`config.mk`:
```
export PLATFORM = sky130hd
export DESIGN_NAME = decode_pipe
export DESIGN_NICKNAME = d
export VERILOG_FILES = /design/src/rtl/decode_pipe.sv
export SDC_FILE = /design/constraint.sdc
export NUM_CORES = 1
export LEC_CHECK = 0
export CORE_UTILIZATION = 57
export CTS_CLUSTER_SIZE = 14
export DETAILED_ROUTE_END_ITERATION = 8
export MAX_ROUTING_LAYER = met4
export PLACE_DENSITY = 0.9
export REMOVE_ABC_BUFFERS = 1
export SLEW_MARGIN = 20
export SYNTH_ARGS = -nofsm -noshare
export SYNTH_HDL_FRONTEND = slang
export SYNTH_SLANG_ARGS = --single-unit
```
`constraint.sdc`:
```
create_clock -name clk -period 17.4 [get_ports clk]
set_input_delay 2.61 -clock clk [delete_from_list [all_inputs] [get_ports clk]]
set_output_delay 2.61 -clock clk [all_outputs]
set_load 0.01 [all_outputs]
```
`src/rtl/decode_pipe.sv`:
```
// decode_pipe: single-stage instruction decode with 8-entry register file, load-use stall and halt control.
module decode_pipe #(
    parameter int DATA_W = 32,
    parameter bit BYPASS = 1'b1,
    parameter int CNT_W  = 16
) (
    input  logic              clk,
    input  logic              rst,
    input  logic              in_valid,
    output logic              in_ready,
    input  logic [15:0]       in_pc,
    input  logic [15:0]       in_pc_plus1,
    input  logic [15:0]       in_inst,
    input  logic              flush,
    input  logic              wb_en,
    input  logic [2:0]        wb_reg,
    input  logic [DATA_W-1:0] wb_data,
    output logic              out_valid,
    input  logic              out_ready,
    output logic [15:0]       out_pc,
    output logic [15:0]       out_inst,
    output logic [DATA_W-1:0] out_rd1,
    output logic [DATA_W-1:0] out_rd2,
    output logic [3:0]        out_alu_ctrl,
    output logic              out_jb,
    output logic              out_imm_a,
    output logic              out_rs_or_imm,
    output logic              out_mem_wr,
    output logic              out_mem_rd,
    output logic              out_wr_en,
    output logic              out_halt,
    output logic [2:0]        out_wr_reg,
    output logic              halted,
    output logic [CNT_W-1:0]  stall_cnt
);
    typedef enum logic {RUN, HALTED} state_t;
    state_t state, state_nx;
    logic [DATA_W-1:0] rf [8];
    logic [DATA_W-1:0] rd1, rd2;
    logic [3:0] opcode, alu_ctrl;
    logic [2:0] src1, src2;
    logic dec_halt, hazard, accept;

    assign opcode   = in_inst[15:12];
    assign src1     = in_inst[14] ? in_inst[11:9] : in_inst[5:3];
    assign src2     = in_inst[8:6];
    assign dec_halt = opcode == 4'b0000;
    assign rd1      = (BYPASS && wb_en && wb_reg == src1) ? wb_data : rf[src1];
    assign rd2      = (BYPASS && wb_en && wb_reg == src2) ? wb_data : rf[src2];
    assign alu_ctrl = opcode[3:2] == 2'b11 ? {2'b00, opcode[1:0]} :
                      opcode == 4'b1011   ? (in_inst[2:0] == 3'b000 ? 4'b1000 : {1'b0, in_inst[2:0]}) :
                      opcode == 4'b1010   ? {1'b1, in_inst[2:0]} : 4'b1111;
    // load-use: the load in the output register has not produced its data yet
    assign hazard   = out_valid & out_mem_rd & out_wr_en & (out_wr_reg == src1 | out_wr_reg == src2);
    assign halted   = state == HALTED;
    assign in_ready = !rst & !flush & !halted & !hazard & (!out_valid | out_ready);
    assign accept   = in_valid & in_ready;

    always_comb begin
        state_nx = state;
        if (state == RUN && accept && dec_halt)
            state_nx = HALTED;
        else if (state == HALTED && flush && out_valid && out_halt)
            state_nx = RUN;
    end

    always_ff @(posedge clk or posedge rst) begin
        if (rst)
            state <= RUN;
        else
            state <= state_nx;
    end

    always_ff @(posedge clk or posedge rst) begin
        if (rst) begin
            for (int i = 0; i < 8; i++)
                rf[i] <= '0;
        end else if (wb_en) begin
            rf[wb_reg] <= wb_data;
        end
    end

    always_ff @(posedge clk or posedge rst) begin
        if (rst)
            stall_cnt <= '0;
        else if (in_valid && hazard && !flush && !(&stall_cnt))
            stall_cnt <= stall_cnt + CNT_W'(1);
    end

    always_ff @(posedge clk or posedge rst) begin
        if (rst) begin
            out_valid     <= 1'b0;
            out_pc        <= '0;
            out_inst      <= '0;
            out_rd1       <= '0;
            out_rd2       <= '0;
            out_alu_ctrl  <= '0;
            out_jb        <= 1'b0;
            out_imm_a     <= 1'b0;
            out_rs_or_imm <= 1'b0;
            out_mem_wr    <= 1'b0;
            out_mem_rd    <= 1'b0;
            out_wr_en     <= 1'b0;
            out_halt      <= 1'b0;
            out_wr_reg    <= '0;
        end else if (flush) begin
            out_valid <= 1'b0;
        end else if (accept) begin
            out_valid     <= 1'b1;
            out_pc        <= dec_halt ? in_pc : in_pc_plus1;
            out_inst      <= in_inst;
            out_rd1       <= rd1;
            out_rd2       <= rd2;
            out_alu_ctrl  <= alu_ctrl;
            out_jb        <= opcode == 4'b0100 || opcode == 4'b0010;
            out_imm_a     <= opcode == 4'b1000 || opcode == 4'b0111;
            out_rs_or_imm <= in_inst[13];
            out_mem_wr    <= opcode == 4'b0111;
            out_mem_rd    <= opcode == 4'b1000;
            out_wr_en     <= in_inst[15];
            out_halt      <= dec_halt;
            out_wr_reg    <= in_inst[11:9];
        end else if (out_ready) begin
            out_valid <= 1'b0;
        end
    end
endmodule

```
==> run summary, run 1 <==
First-pass GRT wire length - 85.9 mm
Chip width - 185 µm
Synth Register Bits - 379
Setup Skew - 20.5 ps
Clock buffer depth - 3
TritonCTS Sinks - 379
Pin count of the biggest net entering global routing - 169
Postcts setup bufs - 0
Critical Path Start - in_inst[14]
Layout cells sized above 1 - 23.6%
Max cap viols - 0
Switching share of power - 29.0%
Reg2Reg Depth - 6
Final count of hold timing violations - 0
Total GRT Usage - 33.8%
Comb power frac - 24.2%
Post-synth EDFFs - 0
Via count - 15000
Post-Syn Area - 19100 µm²
FP Rows - 66
CP cell instances - clkdlybuf4s50_1 -> buf_4 -> mux2i_4 -> buf_4 -> xnor2_1 -> or4_4 -> nand2_1 -> nor3_1 -> clkdlybuf4s50_1
Worst hold path depth - 2
Final cell count without fillers - 2296
Syn-to-layout area delta - 19.8%
Die ar. - 34200 µm²
WL per Instance - 24.3 µm
Dpl cell area - 21400 µm²
Synth area leader - dfrtp_1
Hold-fix buffer count after cts - 0
DRC viols - 0
Vias per cell - 6.54
Placer Congestion - 0.848
WP data required - 14790 ps
Worst path max stage delay - 640 ps
Clk slew on worst S/H paths - 60 ps
Layout Nets - 1915
Worst hold slack - 471 ps
Final TNS setup - 0 ps
Avg Synthesized Cell Area - 11.2 µm²
Cells after Synth - 1701
Final wirelength - 55.7 mm
Pwr per Cell Area - 123 nW/µm²
Core area - 32700 µm²
Pleak - 9.71 nW
Total CTS buffers - 39
Most numerous cell in the Yosys netlist - dfrtp_1
Post-CTS sizing - 0
Antenna viol nets, final - 0
CP max FO - 55
RSZ-0062 raised after global routing - no
Relative slew slack - 17.2%
Post-Layout Inst Area - 22900 µm²
Most frequent cells after synthesis - 379 x dfrtp_1, 333 x nand2_1, 257 x mux2_2
Ys async rst share - 100%
Placed Instances - 2225
Distinct cell type count after synthesis - 50
Buffers added on ports - 217
Worst-Margin Slew - 1240 ps
Synth area leaders - dfrtp_1 50%, mux2_2 15%, mux4_2 7.6%, nand2_1 6.6%, mux2i_1 4.3%
Status - completed
Hold_sp - out_inst[7]
Root buffer cell - clkbuf_16
Initial DRC count - 1502
Worst hold path class - reg2reg
Critical path type - in2out
Chip Height - 185 µm
Critical path capture point type - output port
Reg2reg setup slack - 14390 ps
Seq/Total Area, Yosys - 49.7%
Slew Limit Fails - 0
Internal power - 0.00200 W
First-pass DRT Iterations - 6
TritonCTS clock tree - built
Critical Path Start Type - input port
Crit-path slowest cell - clkdlybuf4s50_1
R2r endpoint - out_rd1[21]
Worst flop-to-flop path startpoint - out_inst[9]
Top cell type's share of synthesized area - 49.7%
Fillcell total - 2163
GR Overflow Total - 0
Syn. warnings - 0
Ys flop type - dfrtp_1
Setup violators final - 0
Ports - 218
Fin crit share - 49.2%
Reg area - 9480 µm²
Htree depth - 2
Multi-input logic area - 8980 µm²
Reg power frac - 43.5%
Initial Utilization - 58.4%
Hold EP - out_inst[7]
Max Fclk - 117 MHz
Maximum VDD drop - 0.0702 mV
Total power - 0.00281 W
Vias in the first global route - 15600
Detailed placement HPWL - 30.8 mm
Switch Pwr - 0.000816 W
Worst-Skew Late Latency - 530 ps
Antenna violations before repair - 3
Tmin final - 8560 ps
Clock power frac - 32.3%
CP arrival - 5950 ps
-- worst max path at each step --
stage                     depth (start not counted)  slack (ps)  endpoint
after floorplan                                   1        4260    halted
after global placement                            9        9080  in_ready
after detailed placement                          9        9040  in_ready
after CTS                                         9        9010  in_ready
after global routing                              9        8770  in_ready
final                                             9        8840  in_ready
-- flip-flops by register name (all words and copies together), names as in the netlist, 4 cells and up --
register and cells:
out_rd2 32, out_rd1 32, out_pc 16, stall_cnt 16, out_alu_ctrl 4, rf 256
out_inst 16
-- cells in the final DEF (no fill, tap or decap), types with 3 or more instances in the layout --
cell             count
clkinv_2             3
xnor2_1             22
o21ai_0             34
nor3b_2              3
clkbuf_8            12
inv_1                6
mux2i_1             81
nand2_1            333
clkbuf_16           41
dfrtp_1            379
o21ai_1             53
nand4_1             44
a31oi_1              5
diode_2              3
mux2_2             256
bufinv_16            5
nand4b_1             5
clkbuf_1             5
nor3_2               3
a32oi_1             32
clkdlybuf4s50_1    214
nor2_1              42
buf_4               27
a21oi_1             64
nand2b_1             4
xor2_1               6
nand3_1             69
mux4_2              64
-- power groups by stage --
stage          logic [W]  clock network, W  registers [W]
6_report        0.000681          0.000908        0.00122
5_1_grt         0.000735          0.000949        0.00124
4_1_cts         0.000678          0.000909        0.00121
3_5_place_dp    0.000664                 0        0.00122
3_3_place_gp    0.000639                 0        0.00120
2_1_floorplan   0.000377                 0        0.00121
-- worst max-delay path, delay by kind of cell --
family	cells	cell delay [ps]
multiplexers	1	270
buffers and inverters	4	2000
XOR/XNOR	1	230
AND/OR/NAND/NOR	3	820
-- cells by family (layout without fill, tap and decap cells) --
group | Yosys count | in the layout | synth area share (%)
simple gates | 517 | 517 | 11.8
compound gates | 201 | 201 | 6.20
mux | 405 | 405 | 27.2
buf+inv | 170 | 320 | 3.80
fa+ha+maj | 1 | 1 | 0.0656
other cells | 0 | 3 | 0
flops | 379 | 379 | 49.7
xor+xnor | 28 | 28 | 1.29
-- final cells by class --
cell class / count / area share, %
Inverter: 7 / 0.148
Sequential cell: 379 / 41.5
Clock inverter: 9 / 0.761
Multi-Input combinational cell: 1152 / 39.3
Timing Repair Buffer: 246 / 10.6
Antenna cell: 3 / 0.0328
Tap cell: 442 / 2.42
Clock buffer: 58 / 5.29
-- through the flow --
stage	utilization (%)	setup WS, ps
global placement	65.6	9080
detailed placement	65.6	9040
floorplan	-	4260
finish	69.9	8840
global route	69.9	8770
CTS	69.8	9010
-- per-layer routing --
metal | up-vias | part of all wire (%) | track usage [%] | wire [µm]
met2 | 953 | 49 | 54.0 | 27100
met4 | 0 | 3.3 | 14.8 | 1850
met3 | 186 | 11 | 7.90 | 5890
met1 | 7576 | 37 | 41.1 | 20900
met5 | - | 0 | - | 0
li1 | 6306 | - | - | -
Power figures use the tool's default switching activity.
==> run 2, diff against run 1 <==
Settings changed: CORE_UTILIZATION 57 to 51, PLACE_DENSITY 0.9 to 0.85.
Clock period 17.4 ns to 7.4 ns, I/O delays scaled along.
==> run 2 against run 1 <==
  * Die area increased by 12%
  * Routed wire length decreased by 1.4%
  * Worst setup slack got worse by 6800 ps
==> run summary, run 2 (same netlist as run 1, synthesis figures left out) <==
Critical path capture point type - output port
Number of flip-flops in the largest register - 256
Most flops, register - rf
Initial DRC count - 1426
Buffers added on ports - 217
Total GRT Usage - 29.5%
Most frequent cells in the layout - 379 x dfrtp_1, 333 x nand2_1, 256 x mux2_2
Max Fclk - 187 MHz
Setup violators final - 0
Max cap viols - 0
Setup Skew - 16.9 ps
Comb power frac - 24.0%
Reg power frac - 43.6%
Detailed placement HPWL - 30.9 mm
Antenna violations before repair - 1
Switch Pwr - 0.00190 W
Pin count of the biggest net entering global routing - 189
Via count - 14800
Reg2Reg Depth - 6
Worst-Margin Slew - 1180 ps
Fin crit share - 72.2%
CP cell instances - clkdlybuf4s50_1 -> buf_4 -> mux2i_4 -> buf_4 -> xnor2_1 -> or4_4 -> nand2_1 -> nor3_1 -> clkdlybuf4s50_1
Ports - 218
Pleak - 9.72 nW
Final cell count without fillers - 2326
TritonCTS Sinks - 379
Placer Congestion - 0.812
Pwr per Cell Area - 287 nW/µm²
Worst flop-to-flop path startpoint - out_inst[15]
Final count of hold timing violations - 0
TritonCTS clock tree - built
CP Depth - 9
Slew Limit Fails - 0
WP buf/inv - 4
Critical path type - in2out
RSZ-0062 raised after global routing - no
Largest regs - rf x256, out_rd1 x32, out_rd2 x32
CP top delay family - buffers and inverters
Tmin final - 5340 ps
Commonest non-fill, non-tap cell in the layout - dfrtp_1
Antenna viol nets, final - 0
Core Util, Final - 62.4%
Chip Height - 195 µm
First-pass GRT wire length - 85.2 mm
Maximum VDD drop - 0.163 mV
CP arrival - 4230 ps
Status - completed
CP max FO - 58
Clk slew on worst S/H paths - 70 ps
Htree depth - 2
Worst path max stage delay - 620 ps
First-pass DRT Iterations - 6
Total CTS buffers - 40
Routed metal-1 wirelength - 21.7 mm
Crit-path slowest cell - buf_4
Layout cells sized above 1 - 23.8%
Met2 routed WL - 26.6 mm
Core area - 36700 µm²
Root buffer cell - clkbuf_16
R2r endpoint - out_rd1[1]
WL per Instance - 23.6 µm
GR Overflow Total - 0
FP Rows - 70
Hold-fix buffer count after cts - 0
Chip width - 195 µm
Relative slew slack - 21.2%
Switching share of power - 29.0%
Final wirelength - 54.9 mm
Clock buffer depth - 3
Routed wl met3 - 4.92 mm
Post-CTS sizing - 0
Clock power frac - 32.4%
Worst hold path class - reg2reg
Postcts setup bufs - 0
Critical Path Start Type - input port
Worst-Skew Late Latency - 540 ps
Vias in the first global route - 15100
Syn-to-layout area delta - 20.1%
Max layer used - met4
Placed Instances - 2251
Die ar. - 38200 µm²
DRC viols - 0
Internal power - 0.00467 W
Vias per cell - 6.38
Total power - 0.00657 W
Critical Path Start - in_inst[14]
Initial Utilization - 52.0%
WP data required - 6290 ps
Crit path to - in_ready
Reg2reg setup slack - 4340 ps
Layout Nets - 1916
run 2: cell types whose count changed in the layout (fill, tap and decap cells not counted), sizes merged:
cell / delta
clkinv: +4
clkinvlp: +2
bufinv: -1
diode: -1
run 2: layout make-up:
cell class              count  area, µm²
fillers                  2694      13800
flip-flops and latches    379       9480
multi-input cells        1152       9000
repair buffers            246       2410
clock buffers              58       1210
well taps                 468        586
clock inverters            14        186
inverters                   7       33.8
diodes                      2       5.00
run 2: power by group through the flow:
stage          combinational [W]  clock [W]  sequential [W]
6_report                 0.00158    0.00213         0.00287
3_5_place_dp             0.00156          0         0.00288
2_1_floorplan           0.000888          0         0.00286
5_1_grt                  0.00171    0.00222         0.00291
3_3_place_gp             0.00150          0         0.00285
4_1_cts                  0.00158    0.00213         0.00286
run 2: worst min-delay path, cell delays in order (launching register included):
cell     delay [ps]
dfrtp_1         340
nand2_1          50
nand2_1          60
run 2: worst min-delay path by stage:
stage	start	end	slack (ps)	cells past startpoint
3_5_place_dp	out_inst[2]	out_inst[2]	470	2
2_1_floorplan	rf[0]	rf[0]	500	1
4_1_cts	out_inst[2]	out_inst[2]	490	2
6_report	out_inst[2]	out_inst[2]	480	2
5_1_grt	out_pc[4]	out_pc[4]	510	2
3_3_place_gp	out_inst[1]	out_inst[1]	460	2
run 2: stage by stage:
| stage | hold slack [ps] | worst slack, ps | TNS [ps] | instance area, µm² |
|---|---|---|---|---|
| 2_1_floorplan | 496 | -4240 | -1991130 | 18400 |
| 3_3_place_gp | 458 | 2120 | 0 | 21500 |
| 3_5_place_dp | 470 | 2090 | 0 | 21500 |
| 4_1_cts | 486 | 2080 | 0 | 22900 |
| 5_1_grt | 508 | 1910 | 0 | 22900 |
| 6_report | 480 | 2060 | 0 | 22900 |
run 2: layer usage:
layer,global-route usage (%),up-vias
met5,-,-
met4,11.4,0
met3,5.34,153
met2,47.2,860
met1,37.4,7527
li1,-,6303
